[src/rtl/hop_scan_io_pkg.sv]
// Shared definitions for the hop-code scan / front-panel GPIO block.
//   - GPIO bit positions of the scan signals
//   - default GPIO masks and direction register
//   - scan sequencer state encoding
package hop_scan_io_pkg;

  localparam int unsigned GPIO_W = 12;

  // Front-panel GPIO positions of the scan-chain signals
  localparam logic [GPIO_W-1:0] SCAN_ID_BIT      = 12'h400;
  localparam logic [GPIO_W-1:0] SCAN_PHI_BIT     = 12'h100;
  localparam logic [GPIO_W-1:0] SCAN_PHI_BAR_BIT = 12'h040;
  localparam logic [GPIO_W-1:0] SCAN_DATA_BIT    = 12'h010;
  localparam logic [GPIO_W-1:0] SCAN_LOAD_BIT    = 12'h004;

  localparam logic [GPIO_W-1:0] DEF_OUT_MASK = 12'hD55;
  localparam logic [GPIO_W-1:0] DEF_IN_MASK  = 12'h022;
  localparam logic [GPIO_W-1:0] DEF_IO_DDR   = 12'hD55;

  typedef enum logic [2:0] {
    ST_IDLE    = 3'd0,
    ST_PHI     = 3'd1,
    ST_PHI_BAR = 3'd2,
    ST_LOAD    = 3'd3,
    ST_DONE    = 3'd4
  } scan_state_e;

endpackage

[src/rtl/hop_scan_io_clk_strobe_div.sv]
// Clock divider producing a 50% duty toggle and a one-cycle strobe that
// coincides with each rising toggle. Nothing is clocked by div_clk_o.
//   clk       in   system clock
//   rst_n     in   async active-low reset
//   div_clk_o out  divided clock, period DIV_FAC clk cycles
//   strobe_o  out  1-cycle pulse, high in the first cycle div_clk_o is high
module hop_scan_io_clk_strobe_div #(
  parameter int unsigned DIV_FAC = 20
) (
  input  logic clk,
  input  logic rst_n,
  output logic div_clk_o,
  output logic strobe_o
);

  localparam int unsigned HALF = DIV_FAC / 2;
  localparam int unsigned CW   = (HALF > 1) ? $clog2(HALF) : 1;

  logic [CW-1:0] cnt_q;
  logic          div_clk_q;
  logic          strobe_q;

  // Half-period counter; toggle at terminal count, strobe on the rising toggle
  always_ff @(posedge clk or negedge rst_n) begin
    if (!rst_n) begin
      cnt_q     <= '0;
      div_clk_q <= 1'b0;
      strobe_q  <= 1'b0;
    end else begin
      strobe_q <= 1'b0;
      if (cnt_q == CW'(HALF - 1)) begin
        cnt_q     <= '0;
        div_clk_q <= ~div_clk_q;
        strobe_q  <= ~div_clk_q;
      end else begin
        cnt_q <= cnt_q + CW'(1);
      end
    end
  end

  assign div_clk_o = div_clk_q;
  assign strobe_o  = strobe_q;

endmodule

[src/rtl/hop_scan_io.sv]
// Hop-code scan-chain driver plus front-panel GPIO register.
// Shifts NTX_BITS of data_in MSB-first into the tag chip with a two-phase
// phi/phi_bar protocol, pulses load, then holds done until srst/reset. The
// scan signals, OR'd with user bits, are presented on a masked GPIO register
// updated every GPIO_CLK_DIV_FAC cycles.
//   clk, reset     system clock, async active-low reset
//   srst           sync restart of the scan sequence
//   data_in        hop code, low NTX_BITS used
//   user_gpio_out  extra GPIO output bits
//   fp_gpio_in     pin inputs (asynchronous)
//   fp_gpio_out    registered pin outputs
//   fp_gpio_ddr    pin direction, constant
//   gpio_in        synchronised, masked pin inputs
//   scan_clk       divided scan clock
//   nbits_cnt      bits fully shifted
//   scan_done      load phase complete
module hop_scan_io
  import hop_scan_io_pkg::*;
#(
  parameter int unsigned SCAN_CLK_DIV_FAC = 20,
  parameter int unsigned SCAN_WIDTH       = 2,
  parameter int unsigned NTX_BITS         = 78,
  parameter int unsigned TX_BITS_WIDTH    = 128,
  parameter int unsigned BIT_CNT_WIDTH    = 7,
  parameter int unsigned GPIO_REG_WIDTH   = 12,
  parameter int unsigned GPIO_CLK_DIV_FAC = 10,
  parameter logic [GPIO_REG_WIDTH-1:0] OUT_MASK = GPIO_REG_WIDTH'(DEF_OUT_MASK),
  parameter logic [GPIO_REG_WIDTH-1:0] IN_MASK  = GPIO_REG_WIDTH'(DEF_IN_MASK),
  parameter logic [GPIO_REG_WIDTH-1:0] IO_DDR   = GPIO_REG_WIDTH'(DEF_IO_DDR)
) (
  input  logic                      clk,
  input  logic                      reset,
  input  logic                      srst,
  input  logic [TX_BITS_WIDTH-1:0]  data_in,
  input  logic [GPIO_REG_WIDTH-1:0] user_gpio_out,
  input  logic [GPIO_REG_WIDTH-1:0] fp_gpio_in,
  output logic [GPIO_REG_WIDTH-1:0] fp_gpio_out,
  output logic [GPIO_REG_WIDTH-1:0] fp_gpio_ddr,
  output logic [GPIO_REG_WIDTH-1:0] gpio_in,
  output logic                      scan_clk,
  output logic [BIT_CNT_WIDTH-1:0]  nbits_cnt,
  output logic                      scan_done
);

  localparam int unsigned PW = (SCAN_WIDTH > 1) ? $clog2(SCAN_WIDTH) : 1;

  logic scan_tick;
  logic gpio_tick;
  logic gpio_clk_unused;
  logic data_in_unused;

  scan_state_e               state_q;
  logic [PW-1:0]             phase_q;
  logic [NTX_BITS-1:0]       shift_q;
  logic [BIT_CNT_WIDTH-1:0]  nbits_cnt_q;
  logic                      scan_done_q;
  logic                      scan_id_q;
  logic                      scan_phi_q;
  logic                      scan_phi_bar_q;
  logic                      scan_load_q;
  logic                      scan_data_c;

  logic [GPIO_REG_WIDTH-1:0] sync1_q;
  logic [GPIO_REG_WIDTH-1:0] sync2_q;
  logic [GPIO_REG_WIDTH-1:0] fp_gpio_out_q;
  logic [GPIO_REG_WIDTH-1:0] gpio_in_q;
  logic [GPIO_REG_WIDTH-1:0] gpio_word_c;

  // Bits above NTX_BITS are ignored by design
  assign data_in_unused = ^data_in;

  hop_scan_io_clk_strobe_div #(.DIV_FAC(SCAN_CLK_DIV_FAC)) u_scan_div (
    .clk       (clk),
    .rst_n     (reset),
    .div_clk_o (scan_clk),
    .strobe_o  (scan_tick)
  );

  hop_scan_io_clk_strobe_div #(.DIV_FAC(GPIO_CLK_DIV_FAC)) u_gpio_div (
    .clk       (clk),
    .rst_n     (reset),
    .div_clk_o (gpio_clk_unused),
    .strobe_o  (gpio_tick)
  );

  // Scan sequencer; advances only on scan_tick, srst has priority over tick
  always_ff @(posedge clk or negedge reset) begin
    if (!reset) begin
      state_q        <= ST_IDLE;
      phase_q        <= '0;
      shift_q        <= '0;
      nbits_cnt_q    <= '0;
      scan_done_q    <= 1'b0;
      scan_id_q      <= 1'b0;
      scan_phi_q     <= 1'b0;
      scan_phi_bar_q <= 1'b0;
      scan_load_q    <= 1'b0;
    end else if (srst) begin
      state_q        <= ST_IDLE;
      phase_q        <= '0;
      nbits_cnt_q    <= '0;
      scan_done_q    <= 1'b0;
      scan_id_q      <= 1'b0;
      scan_phi_q     <= 1'b0;
      scan_phi_bar_q <= 1'b0;
      scan_load_q    <= 1'b0;
    end else if (scan_tick) begin
      unique case (state_q)
        ST_IDLE: begin
          shift_q    <= data_in[NTX_BITS-1:0];
          phase_q    <= '0;
          scan_id_q  <= 1'b1;
          scan_phi_q <= 1'b1;
          state_q    <= ST_PHI;
        end
        ST_PHI: begin
          if (phase_q == PW'(SCAN_WIDTH - 1)) begin
            phase_q        <= '0;
            scan_phi_q     <= 1'b0;
            scan_phi_bar_q <= 1'b1;
            state_q        <= ST_PHI_BAR;
          end else begin
            phase_q <= phase_q + PW'(1);
          end
        end
        ST_PHI_BAR: begin
          if (phase_q == PW'(SCAN_WIDTH - 1)) begin
            phase_q        <= '0;
            scan_phi_bar_q <= 1'b0;
            shift_q        <= {shift_q[NTX_BITS-2:0], 1'b0};
            if (nbits_cnt_q != BIT_CNT_WIDTH'(NTX_BITS)) begin
              nbits_cnt_q <= nbits_cnt_q + BIT_CNT_WIDTH'(1);
            end
            if (nbits_cnt_q >= BIT_CNT_WIDTH'(NTX_BITS - 1)) begin
              scan_load_q <= 1'b1;
              state_q     <= ST_LOAD;
            end else begin
              scan_phi_q <= 1'b1;
              state_q    <= ST_PHI;
            end
          end else begin
            phase_q <= phase_q + PW'(1);
          end
        end
        ST_LOAD: begin
          if (phase_q == PW'(SCAN_WIDTH - 1)) begin
            phase_q     <= '0;
            scan_load_q <= 1'b0;
            scan_id_q   <= 1'b0;
            scan_done_q <= 1'b1;
            state_q     <= ST_DONE;
          end else begin
            phase_q <= phase_q + PW'(1);
          end
        end
        ST_DONE: begin
          state_q <= ST_DONE;
        end
        default: begin
          state_q <= ST_IDLE;
        end
      endcase
    end
  end

  // Data is the shift-register MSB, only presented during phi/phi_bar
  assign scan_data_c = shift_q[NTX_BITS-1] & (scan_phi_q | scan_phi_bar_q);

  // Scan signals mapped onto their GPIO positions, merged with user bits
  always_comb begin
    gpio_word_c = user_gpio_out;
    if (scan_id_q)      gpio_word_c = gpio_word_c | GPIO_REG_WIDTH'(SCAN_ID_BIT);
    if (scan_phi_q)     gpio_word_c = gpio_word_c | GPIO_REG_WIDTH'(SCAN_PHI_BIT);
    if (scan_phi_bar_q) gpio_word_c = gpio_word_c | GPIO_REG_WIDTH'(SCAN_PHI_BAR_BIT);
    if (scan_data_c)    gpio_word_c = gpio_word_c | GPIO_REG_WIDTH'(SCAN_DATA_BIT);
    if (scan_load_q)    gpio_word_c = gpio_word_c | GPIO_REG_WIDTH'(SCAN_LOAD_BIT);
  end

  // Pin synchroniser every cycle; GPIO registers refresh on the GPIO strobe
  always_ff @(posedge clk or negedge reset) begin
    if (!reset) begin
      sync1_q       <= '0;
      sync2_q       <= '0;
      fp_gpio_out_q <= '0;
      gpio_in_q     <= '0;
    end else begin
      sync1_q <= fp_gpio_in;
      sync2_q <= sync1_q;
      if (gpio_tick) begin
        fp_gpio_out_q <= gpio_word_c & OUT_MASK;
        gpio_in_q     <= sync2_q & IN_MASK;
      end
    end
  end

  assign fp_gpio_out = fp_gpio_out_q;
  assign gpio_in     = gpio_in_q;
  assign fp_gpio_ddr = IO_DDR;
  assign nbits_cnt   = nbits_cnt_q;
  assign scan_done   = scan_done_q;

endmodule

[config.mk]
export PLATFORM = sky130hd
export DESIGN_NAME = hop_scan_io
export DESIGN_NICKNAME = d
export VERILOG_FILES = /design/src/rtl/hop_scan_io_pkg.sv /design/src/rtl/hop_scan_io_clk_strobe_div.sv /design/src/rtl/hop_scan_io.sv
export SDC_FILE = /design/constraint.sdc
export NUM_CORES = 1
export LEC_CHECK = 0
export BUFFER_PORTS_ARGS = -buffer_cell sky130_fd_sc_hd__clkbuf_2
export CAP_MARGIN = 15
export CORE_MARGIN = 2
export CORE_UTILIZATION = 54
export DETAILED_ROUTE_END_ITERATION = 16
export PLACE_DENSITY_LB_ADDON = 0.2
export SYNTH_ARGS = -nofsm -noshare
export SYNTH_HDL_FRONTEND = slang
export SYNTH_SLANG_ARGS = --single-unit
export TNS_END_PERCENT = 5
[constraint.sdc]
create_clock -name clk -period 4.4 [get_ports clk]
set_input_delay 0.44 -clock clk [delete_from_list [all_inputs] [get_ports clk]]
set_output_delay 0.44 -clock clk [all_outputs]
set_load 0.005 [all_outputs]
* After elaboration in Yosys (flattened, before gate mapping)
Cells that the tools add are included.
** Word-level totals
- Input bits :: 155
- Word-level logic and storage cells :: 112
- Output and inout port bits :: 45
- Register bits :: 126
** Cells by class
- Reduce and logical (&&, ||, !) cells :: 22
- Equality and inequality tests :: 13
- Bitwise logic cells :: 5
- $lt $le $gt $ge :: 1
- Muxes and demuxes :: 48
- Add/sub/neg operators :: 4
** Operator list (count)
- one-hot mux 78 bit (2 select lines) :: 1
- 2-to-1 mux 78 bit :: 1
- 2-to-1 mux 7 bit :: 6
- 2-to-1 mux 1 bit :: 22
- 2-to-1 mux 3 bit :: 7
- AND reduction 4 bit :: 4
- != test 3 bit (second input constant) :: 5
- one-hot mux 3 bit (5 select lines) :: 1
- nonzero test 2 bit :: 6
- nonzero test 3 bit :: 4
- 2-to-1 mux 11 bit :: 1
- AND reduction 5 bit :: 2
- 2-to-1 mux 9 bit :: 1
- one-hot mux 1 bit (2 select lines) :: 4
- adder 7 x 1 -> 7 bit (second input constant) :: 1
- greater-or-equal comparator 7 bit (second input constant) :: 1
- != test 7 bit (second input constant) :: 1
- == test 3 x 2 -> 1 bit (second input constant) :: 2
- == test 3 bit (second input constant) :: 2
- AND reduction 3 bit :: 2
- 2-to-1 mux 5 bit :: 1
- adder 4 x 1 -> 4 bit (second input constant) :: 1
- == test 4 bit (second input constant) :: 1
- 2-to-1 mux 4 bit :: 1
- 13 further kinds :: 15

* Depth between registers and ports, before layout
- Depth after elaboration :: 6
- Mapped depth :: 8
- Mapped depth without buffers :: 6

* By module
From an unflattened synthesis, not the netlist that was laid out.
** Unflattened totals
- Cells, all modules :: 541
- Area, all modules :: 5616.6 µm²
** Modules (own cells, without submodules)
- hop_scan_io :: area an instance 5180.0 µm², times used 1, sequential area each 2677.6 µm², cells an instance 505
- hop_scan_io_clk_strobe_div at u_scan_div :: area an instance 239.0 µm², times used 1, sequential area each 150.1 µm², cells an instance 21
- hop_scan_io_clk_strobe_div at u_gpio_div :: area an instance 197.7 µm², times used 1, sequential area each 125.1 µm², cells an instance 15

* Worst setup path before layout
Ideal clock, no wire load.
- Kind :: reg2reg
- From :: register state_q[2]
- To :: register shift_q[10]
- Required time :: 4276 ps
- Period minus slack after synthesis :: 1804 ps
- Slack :: 2596 ps
- Buffers on the path :: 4
- Arrival time :: 1680 ps
- Setup time :: 124 ps
- Stages on the path, launching flop included :: 9
- Cells stage by stage :: dfrtp_1 -> nand2b_1 -> clkbuf_2 -> or4b_4 -> buf_6 -> buf_6 -> buf_6 -> nand2_1 -> o21ai_1
** On the way
- Word-level cells in the longest chain between the ends :: 3
- Elaborated cells between the ends (all ways) :: 6
- Classes of those cells :: eq/ne (2); mux (1); reduce/logical (3)
** Ends and longest elaborated chain
- start: declaration :: RTL line hop_scan_io.sv:52 : scan_state_e state_q;
- start signal: assignment :: RTL line hop_scan_io.sv:89 : state_q <= ST_IDLE;
- start signal: assignment :: RTL line hop_scan_io.sv:99 : state_q <= ST_IDLE;
- start signal: assignment :: RTL line hop_scan_io.sv:114 : state_q <= ST_PHI;
- == test 3 x 2 -> 1 bit or logical NOT 3 bit (tied branches) :: RTL line hop_scan_io.sv:108 : unique case (state_q)
- != test 2 bit (no line) or nonzero test 2 bit (tied branches)
- AND reduction 4 bit (no line)
- end signal: assignment :: RTL line hop_scan_io.sv:110 : shift_q <= data_in[NTX_BITS-1:0];
- end signal: assignment :: RTL line hop_scan_io.sv:130 : shift_q <= {shift_q[NTX_BITS-2:0], 1'b0};
- end: declaration :: RTL line hop_scan_io.sv:54 : logic [NTX_BITS-1:0] shift_q;
Several ways; a longest one is shown, not always the timed one.
A chain may end at the register's enable or synchronous reset.

* Worst setup path after layout
- From :: register state_q[2]
- To :: register shift_q[33]
Same word-level chain as after synthesis.

==> out/qor.yml <==
routing:
  dr.pass1.iters: 6
  number_of_vias_in_the_routed_layout: 3926
  drc: 0
  route.final.wire_length_um: 10700
  drt_iter0_drc: 156
  route.detailed.vias_per_inst: 5.03
  wl_per_cell_um: 13.7
  antenna_violating_nets_left: 0
run:
  cap_violations: 0
final_layout:
  postLayoutCellArea_um2: 6630
  drive_gt1_frac: 0.229
  finish.net_count: 793
  n_antenna_cell: 0
  finalNonFillerCells: 781
  final_common_cell: "dfrtp_1"
  final_cell_mix: "dfrtp_1 (118), clkbuf_2 (106), nand2_1 (86), mux2i_1 (78), o21ai_1 (50)"
  fillCellCount: 822
  areaGrowthSynthToFinish_pct: 19.3
worst_setup_path:
  cp.arrival_ns: 2.62
  slowest_stage: "or4b_4"
  critical-path-max-stage-delay_ns: 0.74
  cp-end-kind: "register"
  timing.critical_path.from_type: "register"
  worst-setup-path-type: "register to register"
  critPathRequiredTime_ns: 4.76
  critical_path.max_fanout: 71
  crit_path_cell_trace: "nand2b_1, or4b_4, buf_4, nand2_1, o21ai_0"
logic_synthesis:
  netlist-cell-type-count: 43
  netlist.area_leader.share: 0.531
  ys_async_sr_fraction: 1.00
  synth_flop_cell: "dfrtp_1"
  seq_area_frac_synth: 0.531
  netlist_instances: 535
  yosysWarnings: 0
  synth-edff-count: 0
  syn_avg_cell_area_um2: 10.4
  synth_area_um2: 5560
  synth_area_leader_cell: "dfrtp_1"
  dominant_cells_by_area_after_synthesis: "dfrtp_1 (53%), mux2i_1 (14%), nand2_1 (5.8%), o21ai_1 (4.5%), buf_4 (3.8%)"
  postSynthRegisterBits: 118
cts:
  clock_tree_from_tritoncts: "built"
  worst_setup_hold_path_clk_slew_ns: 0.06
  tritoncts_num_sinks: 118
  worstSkewPairLatency_ns: 0.51
  post_cts_resized: 0
  cts_root_buf: "clkbuf_8"
  numCtsBuffers: 17
  ctsHtreeMaxLevel: 4
  cts.path.max_buffers: 2
power_and_ir_drop:
  post-layout-total-power_uw: 2690
  clock_power_share: 0.506
  intPower_uw: 2120
  switching_component_of_the_power_uw: 574
  seq_power_share: 0.438
  power.combinational.fraction: 0.056
  power-per-cell-area_nw_per_um2: 406
  worst_ir_drop_vdd_v: 0.000248
  switching_share: 0.213
  total_leakage_power_uw: 0.00308
timing:
  worst_slack_ns: 2.14
  fin_crit_sh: 0.514
  fin_crit_ns: 2.26
  fin_tns_setup_ns: 0
  timing.final.hold_violations: 0
  tightest_slew_ns: 0.837
  finClkSkew_ns: 0.0109
  rsz0062_at_grt: "false"
  timing.final.setup_violations: 0
  max_freq_mhz: 442
  max_slew_violation_count: 0
  relSlewSlack: 0.437
grt:
  grt_remaining_overflow: 0
  grt_antenna_before_repair: 0
  grt_pass1_vias: 3820
  global_route_usage_over_all_layers: 0.205
  global_route_wire_length_before_repair_um: 17900
  largest_net_degree_at_the_start_of_global_routing: 87
placed_design:
  place_worst_setup_slack_ns: 2.08
  standard_cell_area_after_detailed_placement_um2: 6010
  place.detailed.instances: 748
  detailed_place_hpwl_um: 7110
  gp_congestion: 0.802
  portBuffers: 107
die:
  floorplan.initialDensity: 0.548
  placeableCoreArea_um2: 10100
  placement_rows: 37
  ios: 200
  floorplan.die_area_um2: 11100
  fp.dieH_um: 105
  die_w_um: 105
hold_path:
  min-delay-path-class: "input pin to register"
outcome:
  status: "complete, no violations"
layout make-up:
cell class / count / area, um2 / share of cell area
Sequential cell: 118 / 2950 / 0.445
Clock inverter: 9 / 125 / 0.0189
Inverter: 11 / 41.3 / 0.00623
Tap cell: 136 / 170 / 0.0257
Timing Repair Buffer: 113 / 618 / 0.0932
Clock buffer: 22 / 463 / 0.0698
Multi-Input combinational cell: 372 / 2260 / 0.341
state kept, by name, indices dropped and copies added (netlist names), 2 cells and up:
| register | flops |
|---|---|
| state_q | 3 |
| shift_q | 78 |
| u_gpio_div.cnt_q | 3 |
| sync1_q | 2 |
| nbits_cnt | 7 |
| u_scan_div.cnt_q | 4 |
| gpio_in | 2 |
| sync2_q | 2 |
| fp_gpio_out | 7 |
worst paths after layout:
| path | to | startpoint | cells past startpoint | slack (ns) |
|---|---|---|---|---|
| setup / recovery | shift_q[33] | state_q[2] | 5 | 2.14 |
| hold / removal | sync1_q[5] | fp_gpio_in[5] | 1 | 0.04 |
| setup reg to reg | shift_q[33] | state_q[2] | 5 | 2.14 |
| hold reg to reg | sync2_q[1] | sync1_q[1] | 0 | 0.35 |
| max in group asynchronous | shift_q[54] | reset | 4 | 2.89 |
| min in group asynchronous | shift_q[20] | reset | 2 | 0.43 |
cells in the mapped netlist (7+ instances only):
cell type,instances
mux2i_1,78
a21oi_1,16
buf_2,11
clkbuf_2,7
nand2_1,86
o21ai_1,50
buf_4,28
buf_6,7
o21ai_0,39
dfrtp_1,118
nor2_1,19
nand2b_1,7
inv_1,11
logic make-up (layout without fill, tap and decap cells):
family / count (synthesis) / in the layout / synth area share
AND/OR/NAND/NOR: 135 / 135 / 0.107
AO/OA/AOI/OAI: 118 / 118 / 0.113
flip-flops: 118 / 118 / 0.531
multiplexers: 82 / 82 / 0.149
buffers and inverters: 70 / 155 / 0.0797
adder cells (fa/ha/maj): 6 / 6 / 0.0131
XOR/XNOR: 4 / 4 / 0.00630
other: 2 / 27 / 0.00135
per-stage QoR:
stage               utilization  hold WS (ns)
floorplan                     -         0.144
global placement          0.592         0.333
detailed placement        0.592         0.337
CTS                       0.651        0.0129
global route              0.654        0.0107
finish                    0.654        0.0375
routing by layer:
metal  global-route usage  share of wire  vias to the layer above
met5                    0              0                        -
met4               0.0905          0.016                        0
met3               0.0458          0.037                       17
met2                0.335           0.49                       82
met1                0.262           0.46                     1846
li1                     -              -                     1981
power groups by stage:
| stage | Sequential [uW] | Clock [uW] | Combinational (uW) |
|---|---|---|---|
| finish | 1180 | 1360 | 150 |
| global route | 1190 | 1430 | 176 |
| CTS | 1180 | 1380 | 150 |
| detailed placement | 1200 | 0 | 149 |
| global placement | 1190 | 0 | 142 |
| floorplan | 1190 | 0 | 88.1 |
what timing repair did:
action,CTS,global route
hold buffers,0,1
buffers inserted,0,0
hold endpoints to repair,0,33
worst max-delay path: cells and delay by family (launching register included):
family          cells  cell delay [ns]
simple gates        3             1.16
compound gates      1             0.09
buf+inv             1             0.41
flops               1             0.44
(Power assumes the default switching activity.)
